File: config.mk
export PLATFORM = sky130hd
export DESIGN_NAME = turbo_itl_sched
export DESIGN_NICKNAME = d
export VERILOG_FILES = /design/src/rtl/turbo_itl_sched.sv
export SDC_FILE = /design/constraint.sdc
export NUM_CORES = 1
export LEC_CHECK = 0
export CAP_MARGIN = 20
export CORE_AREA = 5 5 106 108
export DETAILED_ROUTE_END_ITERATION = 8
export DIE_AREA = 0 0 111 113
export PLACE_DENSITY_LB_ADDON = 0.15
export SLEW_MARGIN = 20
export SYNTH_ARGS = -nofsm -noshare
export SYNTH_HDL_FRONTEND = slang
export SYNTH_SLANG_ARGS = --single-unit
File: constraint.sdc
create_clock -name clk -period 2.2 [get_ports clk]
set_input_delay 0.44 -clock clk [delete_from_list [all_inputs] [get_ports clk]]
set_output_delay 0.44 -clock clk [all_outputs]
set_load 0.05 [all_outputs]
File: src/rtl/turbo_itl_sched.sv
// rtl/turbo_itl_sched.sv - turbo RX interleave/deinterleave pass sequencer
// Issues alternating interleave/deinterleave read passes per decoder iteration.
module turbo_itl_sched #(
    parameter int BEATS_PB16  = 16,
    parameter int BEATS_PB136 = 136,
    parameter int BEATS_PB520 = 520,
    parameter int GAP_CYC     = 2,
    parameter int TIMEOUT     = 1024
) (
    input  logic       clk,
    input  logic       rst,
    input  logic       frame_rdy,
    input  logic [1:0] pb_size,
    input  logic [3:0] num_iter,
    input  logic       abort,
    input  logic       itl_dout_vld,
    output logic       itl_start,
    output logic       itl_mode,
    output logic       busy,
    output logic [3:0] iter_idx,
    output logic       pass_done,
    output logic       job_done,
    output logic [1:0] err
);
    localparam int TO_W  = $clog2(TIMEOUT) + 1;
    localparam int GAP_W = ($clog2(GAP_CYC + 1) > 0) ? $clog2(GAP_CYC + 1) : 1;
    localparam logic [TO_W-1:0]  TO_MAX   = '1;
    localparam logic [TO_W-1:0]  TO_LIM   = TO_W'(TIMEOUT);
    localparam logic [GAP_W-1:0] GAP_LAST = GAP_W'(GAP_CYC);

    typedef enum logic [2:0] {
        S_IDLE,
        S_START,
        S_RUN,
        S_GAP,
        S_FIN
    } state_t;

    state_t            state_q, state_d;
    logic              mode_q, mode_d;
    logic [3:0]        iter_q, iter_d;
    logic [3:0]        niter_q, niter_d;
    logic [9:0]        target_q, target_d;
    logic [9:0]        beat_q, beat_d;
    logic [TO_W-1:0]   to_q, to_d;
    logic [GAP_W-1:0]  gap_q, gap_d;
    logic              pass_q, pass_d;
    logic [1:0]        err_q, err_d;
    logic [9:0]        beat_inc;
    logic [TO_W-1:0]   to_inc;

    always_comb begin
        state_d  = state_q;
        mode_d   = mode_q;
        iter_d   = iter_q;
        niter_d  = niter_q;
        target_d = target_q;
        beat_d   = beat_q;
        to_d     = to_q;
        gap_d    = gap_q;
        pass_d   = 1'b0;
        err_d    = err_q;
        beat_inc = beat_q + 10'd1;
        to_inc   = (to_q == TO_MAX) ? to_q : to_q + 1'b1;

        case (state_q)
            S_IDLE: begin
                if (frame_rdy) begin
                    err_d   = 2'd0;
                    niter_d = (num_iter == 4'd0) ? 4'd1 : num_iter;
                    case (pb_size)
                        2'd0:    target_d = 10'(BEATS_PB16);
                        2'd1:    target_d = 10'(BEATS_PB136);
                        default: target_d = 10'(BEATS_PB520);
                    endcase
                    if (pb_size == 2'd3) begin
                        err_d = 2'd1;
                    end else begin
                        iter_d  = 4'd0;
                        mode_d  = 1'b1;
                        state_d = S_START;
                    end
                end
            end
            S_START: begin
                beat_d  = 10'd0;
                to_d    = '0;
                state_d = S_RUN;
            end
            S_RUN: begin
                if (itl_dout_vld) begin
                    beat_d = beat_inc;
                    to_d   = '0;
                    if (beat_inc == target_q) begin
                        pass_d  = 1'b1;
                        gap_d   = '0;
                        state_d = S_GAP;
                    end
                end else begin
                    to_d = to_inc;
                    if (to_inc >= TO_LIM) begin
                        err_d   = 2'd2;
                        mode_d  = 1'b0;
                        state_d = S_IDLE;
                    end
                end
            end
            S_GAP: begin
                // First GAP cycle carries pass_done; GAP_CYC turnaround cycles follow it.
                if (gap_q == GAP_LAST) begin
                    if (mode_q) begin
                        mode_d  = 1'b0;
                        state_d = S_START;
                    end else if (({1'b0, iter_q} + 5'd1) < {1'b0, niter_q}) begin
                        iter_d  = iter_q + 4'd1;
                        mode_d  = 1'b1;
                        state_d = S_START;
                    end else begin
                        mode_d  = 1'b0;
                        state_d = S_FIN;
                    end
                end else begin
                    gap_d = gap_q + 1'b1;
                end
            end
            S_FIN: begin
                state_d = S_IDLE;
            end
            default: begin
                state_d = S_IDLE;
            end
        endcase

        if (abort && (state_q != S_IDLE)) begin
            state_d = S_IDLE;
            err_d   = 2'd3;
            mode_d  = 1'b0;
            pass_d  = 1'b0;
        end
    end

    always_ff @(posedge clk) begin
        if (rst) begin
            state_q  <= S_IDLE;
            mode_q   <= 1'b0;
            iter_q   <= 4'd0;
            niter_q  <= 4'd0;
            target_q <= 10'd0;
            beat_q   <= 10'd0;
            to_q     <= '0;
            gap_q    <= '0;
            pass_q   <= 1'b0;
            err_q    <= 2'd0;
        end else begin
            state_q  <= state_d;
            mode_q   <= mode_d;
            iter_q   <= iter_d;
            niter_q  <= niter_d;
            target_q <= target_d;
            beat_q   <= beat_d;
            to_q     <= to_d;
            gap_q    <= gap_d;
            pass_q   <= pass_d;
            err_q    <= err_d;
        end
    end

    assign itl_start = (state_q == S_START);
    assign itl_mode  = mode_q;
    assign busy      = (state_q == S_START) || (state_q == S_RUN) || (state_q == S_GAP);
    assign iter_idx  = iter_q;
    assign pass_done = pass_q;
    assign job_done  = (state_q == S_FIN) && !abort;
    assign err       = err_q;
endmodule

# Word level (Yosys, flattened, before mapping)
# Index checks and enable logic that the tools add are counted.
dict set report op_classes {
  addsub 5
  multipliers 0
  div_mod_pow 0
  order_cmp 2
  eq_ne 24
  shift 0
  mux 41
  bitwise_logic 2
  n_reduce_logical 23
}
# cell count
set op_table {}
lappend op_table {{10-bit case mux with 2 select lines} 2}
lappend op_table {{3-bit two-way mux} 8}
lappend op_table {{4-bit two-way mux} 6}
lappend op_table {{11-bit two-way mux} 2}
lappend op_table {{11-bit case mux with 2 select lines} 1}
lappend op_table {{2-bit != test (second input constant)} 10}
lappend op_table {{3-bit != test (second input constant)} 5}
lappend op_table {{2-bit two-way mux} 7}
lappend op_table {{3-bit case mux with 4 select lines} 1}
lappend op_table {{6-bit AND reduction} 2}
lappend op_table {{11-bit by 1-bit adder with 11-bit output (second input constant)} 1}
lappend op_table {{11-bit == test (second input constant)} 1}
lappend op_table {{11-bit >= comparator (second input constant)} 1}
lappend op_table {{10-bit by 1-bit adder with 10-bit output (second input constant)} 1}
lappend op_table {{10-bit == test} 1}
lappend op_table {{10-bit two-way mux} 1}
lappend op_table {{1-bit two-way mux} 9}
lappend op_table {{3-bit nonzero test} 3}
lappend op_table {{2-bit case mux with 2 select lines} 2}
lappend op_table {{4-bit case mux with 2 select lines} 1}
lappend op_table {{4-bit AND reduction} 2}
lappend op_table {{3-bit by 2-bit == test with 1-bit output (second input constant)} 2}
lappend op_table {{2-bit nonzero test} 3}
lappend op_table {{4-bit by 1-bit adder with 5-bit output (second input constant)} 1}
lappend op_table {{19 further kinds} 24}
dict set report word_totals {
  ff_bits 48
  latch_bits 0
  ram_bits 0
  romBits 0
  inputBits 11
  output_inout_bits 11
  elab_cells 107
  memories 0
}

# Depth between registers and ports, before layout
# Gate-level depths: netlist of the first run.
dict set report logic_depth {
  ltp_word 7
  depth_mapped 8
  mapped_depth_nobuf 8
}

# Worst setup path before layout of the first run
# OpenSTA, ideal clock, no wires.
dict set report synth_timing {
  path_kind {reg-to-reg}
  from {reg state_q[0]}
  to {reg beat_q[3]}
  setup_time_ps 132
  arrival_time_ps 2522
  required_ps 2068
  slack_ps -454
  path_stages_with_launch 7
  path_buffers 2
  period_less_slack_ps 2654
  path_cell_list {dfxtp_1 buf_4 nor3b_1 nor2_1 clkbuf_1 o21ai_0 a21oi_1}
}
dict set report synth_via {
  elab_chain_len 3
  elab_cells_between_ends 6
  classes_between {3 x eq/ne; 1 x mux; 2 x reduce/logical}
}
# element line_no
set synth_rtl {}
lappend synth_rtl {{start: declaration} 39} ;# state_t state_q, state_d;
lappend synth_rtl {{start signal: assignment} 155} ;# state_q <= state_d;
lappend synth_rtl {{3-bit by 1-bit == test with 1-bit output *} --}
lappend synth_rtl {{named net itl_start} 17} ;# output logic itl_start,
lappend synth_rtl {{2-bit nonzero test (no line)} --}
lappend synth_rtl {{2-bit AND reduction (no line)} --}
lappend synth_rtl {{end signal: assignment} 160} ;# beat_q <= beat_d;
lappend synth_rtl {{end: declaration} 44} ;# logic [9:0] beat_q, beat_d;
# Mark *: on every way through the listed nets, which the timed path passes. The rest lies on a longest branch.
# A chain may end at the register's enable or synchronous reset.

# Worst setup path after layout of the first run
dict set report layout_timing {
  from {reg iter_q[0], in the netlist iter_idx[0]}
  to {reg state_q[0]}
}
dict set report layout_via {
  elab_chain_len 6
}
# element line_no
set layout_rtl {}
lappend layout_rtl {{start: declaration} 41} ;# logic [3:0] iter_q, iter_d;
lappend layout_rtl {{start signal: assignment} 157} ;# iter_q <= iter_d;
lappend layout_rtl {{4-bit by 1-bit adder with 5-bit output} 114} ;# end else if (({1'b0, iter_q} + 5'd1) < {1'b0, niter_q}) begin
lappend layout_rtl {{5-bit by 4-bit less-than comparator with 1-bit output} 114}
lappend layout_rtl {{3-bit two-way mux} 114}
lappend layout_rtl {{3-bit two-way mux} 111} ;# if (mode_q) begin
lappend layout_rtl {{3-bit two-way mux} 110} ;# if (gap_q == GAP_LAST) begin
lappend layout_rtl {{3-bit case mux with 4 select lines} 66} ;# case (state_q)
# No other way between the ends. The select of a mux whose other input is x is not followed.

==> results of run 1 <==
## power groups by stage
stage / clock, mW / sequential (mW) / combinational, mW
2_1_floorplan: 0 / 0.962 / 0.671
3_3_place_gp: 0 / 0.949 / 1.10
3_5_place_dp: 0 / 0.949 / 1.09
4_1_cts: 0.517 / 0.932 / 1.10
5_1_grt: 0.552 / 0.947 / 1.21
6_report: 0.492 / 0.930 / 1.09
## cells by family after synthesis
group,count (synthesis)
mux,4
buf+inv,23
xor+xnor,7
flops,42
compound gates,96
simple gates,136
fa+ha+maj,7
## critical path: stages (launching register included)
cell and delay, ps:
dfxtp_4 380, ha_4 240, ha_1 270, a21boi_1 140, o31a_1 290, or3_1 320, a31o_2 210, a211oi_2 180
## final cells by class
class,instances,area [µm²]
multi-input combinational,250,1530
fill,1109,7090
sequential,42,850
tap,136,170
inverter,5,18.8
clock buffer,7,76.3
timing repair buffer,45,408
## Yosys cell counts, drive strengths merged (3+ instances only)
| cell | n | share of area (%) |
|---|---|---|
| a21o | 4 | 1.2 |
| o22ai | 3 | 0.77 |
| clkbuf | 9 | 1.4 |
| nor3 | 13 | 2.9 |
| mux2i | 4 | 1.6 |
| a311oi | 3 | 1.3 |
| inv | 5 | 0.77 |
| nand3 | 9 | 1.8 |
| xor2 | 4 | 1.4 |
| or3 | 5 | 1.3 |
| nor2 | 36 | 5.5 |
| nand2 | 32 | 4.9 |
| a31oi | 9 | 2.3 |
| a211oi | 3 | 1.1 |
| and2 | 6 | 1.5 |
| ha | 7 | 3.6 |
| nand2b | 3 | 0.77 |
| a22oi | 3 | 0.92 |
| nand3b | 9 | 2.9 |
| dfxtp | 42 | 34 |
| nand4 | 6 | 1.5 |
| xnor2 | 3 | 1.1 |
| o21ai | 20 | 4.1 |
| buf | 9 | 2.5 |
| a21oi | 34 | 6.9 |
| and3 | 4 | 1.0 |
## routing by layer
| layer | part of all wire (%) | wire length (µm) |
|---|---|---|
| met1 | 50 | 3430 |
| met2 | 46 | 3130 |
| met3 | 2.1 | 141 |
| met4 | 1.5 | 104 |
| met5 | 0 | 0 |
## layout by cell type, fill, tap and decap left out, drive strengths merged, types with 4 or more instances in the layout
| master | instances |
|---|---|
| dfxtp | 42 |
| nor2 | 36 |
| a21oi | 34 |
| nand2 | 32 |
| buf | 27 |
| o21ai | 20 |
| clkdlybuf4s50 | 18 |
| nor3 | 13 |
| nand3 | 9 |
| a31oi | 9 |
| nand3b | 9 |
| ha | 7 |
| clkbuf | 7 |
| nand4 | 6 |
| and2 | 6 |
| inv | 5 |
| or3 | 5 |
| xor2 | 4 |
| a21o | 4 |
| mux2i | 4 |
| and3 | 4 |
## worst paths after layout
check        depth (start not counted)        start  slack [ps]          to
max reg2reg                          7  iter_idx[0]         110  state_q[0]
max                                  7  iter_idx[0]         110  state_q[0]
min reg2reg                          2   niter_q[1]         470  niter_q[1]
min                                  2   niter_q[1]         470  niter_q[1]
## timing repair
item,CTS,global route
setup endpoints to repair,0,5
resized for setup,0,5
buffers inserted,0,0
hold endpoints to repair,0,0
## flip-flops by register name (all words and copies together) (netlist names)
name	cells
iter_idx	4
pass_done	1
beat_q	10
niter_q	4
gap_q	2
itl_mode	1
target_q	4
state_q	3
to_q	11
err	2
## stage by stage
step	hold WS, ps	power, mW	cell area [µm²]	std cells
after CTS	475	2.55	3030	485
final	470	2.52	3050	485
after global placement	450	2.05	2950	478
after global routing	499	2.71	3050	485
after floorplan	436	1.63	2470	315
after detailed placement	456	2.04	2950	478
==> results.sh, run 1 <==
export IMPL_grt_pass1_vias=2322
export IMPL_place_ws_ps=35.1
export IMPL_clock_fmax_mhz=478
export IMPL_portBuffers=21
export IMPL_synth_compound_area_share_pct=24.7
export IMPL_yosysWarnings=0
export IMPL_period_needed_ps=2090
export IMPL_end_kind="flop"
export IMPL_critPathArrivalTime_ps=2320
export IMPL_grt_remaining_overflow=0
export IMPL_cts_sink_count=42
export IMPL_drc=0
export IMPL_gr_max_usage_layer="met2"
export IMPL_maxCapViolations=0
export IMPL_gr_usage_met1_pct=15.2
export IMPL_cts_buffers_inserted=5
export IMPL_p_comb_share_pct=43.5
export IMPL_setup_slack_ps=106
export IMPL_outcome="completed"
export IMPL_cts_tree="yes"
export IMPL_drt_pass1_iterations=4
export IMPL_h_tree_depth=2
export IMPL_setup_tns_ps=0
export IMPL_start_kind="flop"
export IMPL_swShare_pct=41.1
export IMPL_slew_headroom_pct=66.5
export IMPL_die_w_um=111
export IMPL_synthSimpleGateAreaFrac_pct=28.7
export IMPL_power_frac_clock_pct=19.5
export IMPL_synthMuxAreaShare_pct=1.63
export IMPL_drtIter0Drc=73
export IMPL_met3_usage_pct=1.44
export IMPL_grt_use_met2_pct=18.1
export IMPL_crit_path_max_fanout=6
export IMPL_synthAdderAreaFrac_pct=3.57
export IMPL_final_antenna_net_count=0
export IMPL_finalCoreUtilization_pct=30.1
export IMPL_grtUsageTotal_pct=11.1
export IMPL_clkTransAtPathRegs_ps=90
export IMPL_p_switching_mw=1.03
export IMPL_rows=37
export IMPL_synth_avg_cell_area_um2=7.78
export IMPL_skew_ps=12.7
export IMPL_synth_main_ff_cell="dfxtp_1"
export IMPL_drt_total_wl_um=6800
export IMPL_initial_core_util_pct=24.2
export IMPL_p_int_mw=1.48
export IMPL_ys_seq_area_share_pct=34.3
export IMPL_syn_num_nets=333
export IMPL_synth_cell_area_um2=2450
export IMPL_hold_viol=0
export IMPL_worstHoldPathType="reg2reg"
export IMPL_post_route_period_util_pct=95.2
export IMPL_dieArea_um2=12500
export IMPL_yosysUniqueCellTypes=55
export IMPL_worst_skew_pair_late_latency_ps=300
export IMPL_async_flop_share_pct=0
export IMPL_critical_path_class="reg2reg"
export IMPL_yosys_register_bits=42
export IMPL_globalplace_congestion=0.756
export IMPL_syn_to_final_growth_pct=24.3
export IMPL_coreArea_um2=10100
export IMPL_route_vias_total=2389
export IMPL_yosys_area_share_xor_xnor_pct=2.50
export IMPL_vdd_drop_max_v=0.000449
export IMPL_synth_edf_count=0
export IMPL_drive_gt1_share_pct=13.8
export IMPL_cts_max_path_buffers=2
export IMPL_avgRoutedWirePerCell_um=14.0
export IMPL_hpwlAfterDp_um=5070
export IMPL_powerDensity_nw_per_um2=826
export IMPL_fin_nets=367
export IMPL_grt_pass1_wl_um=11600
export IMPL_io_pins=22
export IMPL_grt_start_max_net_pins=26
export IMPL_power_frac_seq_pct=37.0
export IMPL_netlist_instances=315
export IMPL_rsz0062_at_grt="false"
export IMPL_die_h_um=113
export IMPL_report_final_setup_viol=0
export IMPL_synth_top_family_by_area="simple AND/OR/NAND/NOR gates"
export IMPL_p_leak_nw=1.06
export IMPL_antenna_found_initial=0
export IMPL_slew_viol_final=0
export IMPL_avgViaCountPerCell=4.93
export IMPL_tightest_slew_ps=501
export IMPL_antenna_cells=0
export IMPL_hold_buffers=0
export IMPL_cts_root_buf="clkbuf_8"
export IMPL_crit_required_ps=2430
No activity file was read; power rests on OpenSTA's default activity.
==> run 2: changes to the inputs <==
Clock period 2.2 ns to 2.7 ns, I/O delays scaled along.
==> run 2 against run 1 <==
Compared with the run above:
- sequential share of layout area increased by 0.92 points
- clock skew is 3.4 ps lower
- highest routed layer unchanged
- final area down 4.2%
- critical path type unchanged
==> results.sh, run 2 (same netlist as run 1, synthesis figures left out) <==
export IMPL_outcome="completed"
export IMPL_whs_path_depth=2
export IMPL_rows=37
export IMPL_fin_cells=470
export IMPL_powerDensity_nw_per_um2=702
export IMPL_worst_skew_pair_late_latency_ps=300
export IMPL_dieArea_um2=12500
export IMPL_post_route_period_util_pct=90.6
export IMPL_clkTransAtPathRegs_ps=80
export IMPL_crit_required_ps=2830
export IMPL_path_common_cell="o22ai_1"
export IMPL_skew_ps=9.38
export IMPL_globalplace_congestion=0.809
export IMPL_start_kind="flop"
export IMPL_hold_end="niter_q[3]"
export IMPL_io_pins=22
export IMPL_avgRoutedWirePerCell_um=13.8
export IMPL_p_switching_mw=0.820
export IMPL_grt_pass1_vias=2333
export IMPL_syn_to_final_growth_pct=19.1
export IMPL_die_w_um=111
export IMPL_hold_viol=0
export IMPL_end_kind="flop"
export IMPL_cts_root_buf="clkbuf_8"
export IMPL_grtUsageTotal_pct=11.1
export IMPL_rr_worst_depth=6
export IMPL_reg2reg_from="beat_q[0]"
export IMPL_maxCapViolations=0
export IMPL_multi_input_area_um2=1500
export IMPL_grt_remaining_overflow=0
export IMPL_drc=0
export IMPL_route_vias_total=2266
export IMPL_initial_core_util_pct=24.2
export IMPL_setup_slack_ps=255
export IMPL_antenna_found_initial=0
export IMPL_avgViaCountPerCell=4.82
export IMPL_swShare_pct=40.0
export IMPL_critical_path_cell_chain="ha_1 > nand3_1 > o22ai_1 > a31oi_1 > a2111oi_0 > o22ai_1"
export IMPL_h_tree_depth=2
export IMPL_critical_path_top_delay_family="compound AO/OA/AOI/OAI gates"
export IMPL_hpwlAfterDp_um=4760
export IMPL_drt_total_wl_um=6470
export IMPL_slowest_stage="a2111oi_0"
export IMPL_reg2reg_setup_slack_ps=250
export IMPL_rsz0062_at_grt="false"
export IMPL_drtIter0Drc=47
export IMPL_critical_path_class="reg2reg"
export IMPL_place_ws_ps=280
export IMPL_slew_viol_final=0
export IMPL_p_leak_nw=0.992
export IMPL_place_inst=462
export IMPL_drive_gt1_share_pct=7.78
export IMPL_top_register="to_q"
export IMPL_power_frac_seq_pct=37.0
export IMPL_max_stage_delay_ps=840
export IMPL_clock_fmax_mhz=409
export IMPL_drt_pass1_iterations=4
export IMPL_crit_path_max_fanout=8
export IMPL_final_antenna_net_count=0
export IMPL_antenna_cells=0
export IMPL_fin_area_um2=2920
export IMPL_postPlaceCellArea_um2=2810
export IMPL_fillers=1094
export IMPL_worstHoldPathType="reg2reg"
export IMPL_postCtsSetupBuffers=0
export IMPL_power_frac_clock_pct=24.7
export IMPL_fin_nets=351
export IMPL_post_cts_resized=0
export IMPL_portBuffers=21
export IMPL_largest_register_ff_count=11
export IMPL_grt_pass1_wl_um=11700
export IMPL_coreArea_um2=10100
export IMPL_mostFrequentLayoutCells="dfxtp_1, nor2_1, a21oi_1"
export IMPL_report_final_setup_viol=0
export IMPL_cts_tree="yes"
export IMPL_final_common_cell="dfxtp_1"
export IMPL_p_comb_share_pct=38.2
export IMPL_timing_rr_end="gap_q[1]"
export IMPL_cts_sink_count=42
export IMPL_period_needed_ps=2450
export IMPL_cts_buffers_inserted=5
export IMPL_die_h_um=113
export IMPL_reg_largest_list="to_q: 11 flops, beat_q: 10 flops"
export IMPL_slew_headroom_pct=36.1
export IMPL_seq_area_um2=841
export IMPL_grt_start_max_net_pins=20
export IMPL_cts_max_path_buffers=2
export IMPL_hold_buffers=0
export IMPL_path_buf_inv=0
export IMPL_p_int_mw=1.23
export IMPL_tightest_slew_ps=935
export IMPL_setup_tns_ps=0
export IMPL_vdd_drop_max_v=0.000457
export IMPL_hold_start="niter_q[3]"
export IMPL_critPathArrivalTime_ps=2580
[run 2: tightest hold or removal path, stage by stage, from the launching register on]
cell and delay (ps):
dfxtp_1 320, nand2_1 50, a21oi_1 50
[run 2: cell type report]
cell class / instances / area share, %
timing repair buffer: 29 / 9.51
multi-input combinational: 250 / 51.5
inverter: 5 / 0.643
clock inverter: 2 / 1.29
sequential: 42 / 28.8
clock buffer: 6 / 2.49
tap: 136 / 5.83
[run 2: per-stage QoR]
stage          hold WS [ps]  total power [mW]  utilization (%)
6_report                460              2.05             28.8
5_1_grt                 500              2.21             28.8
4_1_cts                 463              2.09             28.8
3_5_place_dp            450              1.57             27.7
3_3_place_gp            447              1.57             27.7
2_1_floorplan           436              1.33                -
[run 2: routing by layer]
metal	vias up	global-route usage, %	part of all wire, %
met5	-	0	0
met4	0	3.86	1.6
met3	7	1.76	2.1
met2	29	17.6	45
met1	1037	15.3	52
li1	1193	-	-
[run 2: worst max-delay path by stage]
| stage | startpoint | endpoint | slack, ps | cells after the start |
|---|---|---|---|---|
| after floorplan | state_q[0] | beat_q[3] | 40 | 6 |
| after global placement | iter_idx[0] | iter_idx[0] | 310 | 7 |
| after detailed placement | beat_q[0] | gap_q[0] | 280 | 6 |
| after CTS | state_q[0] | busy | 250 | 3 |
| after global routing | iter_idx[0] | iter_idx[0] | 60 | 7 |
| final | beat_q[0] | gap_q[1] | 250 | 6 |
[run 2: power by group through the flow]
| stage | registers [mW] | logic [mW] | clock network [mW] |
|---|---|---|---|
| 2_1_floorplan | 0.785 | 0.544 | 0 |
| 3_3_place_gp | 0.774 | 0.800 | 0 |
| 3_5_place_dp | 0.772 | 0.794 | 0 |
| 4_1_cts | 0.759 | 0.799 | 0.528 |
| 5_1_grt | 0.770 | 0.893 | 0.552 |
| 6_report | 0.759 | 0.784 | 0.507 |
==> run 3: changes to the inputs <==
Settings changed: CTS_CLUSTER_SIZE from default to 10.
==> results of run 3 <==
The final DEF is identical to that of run 2; final timing and power are the same.
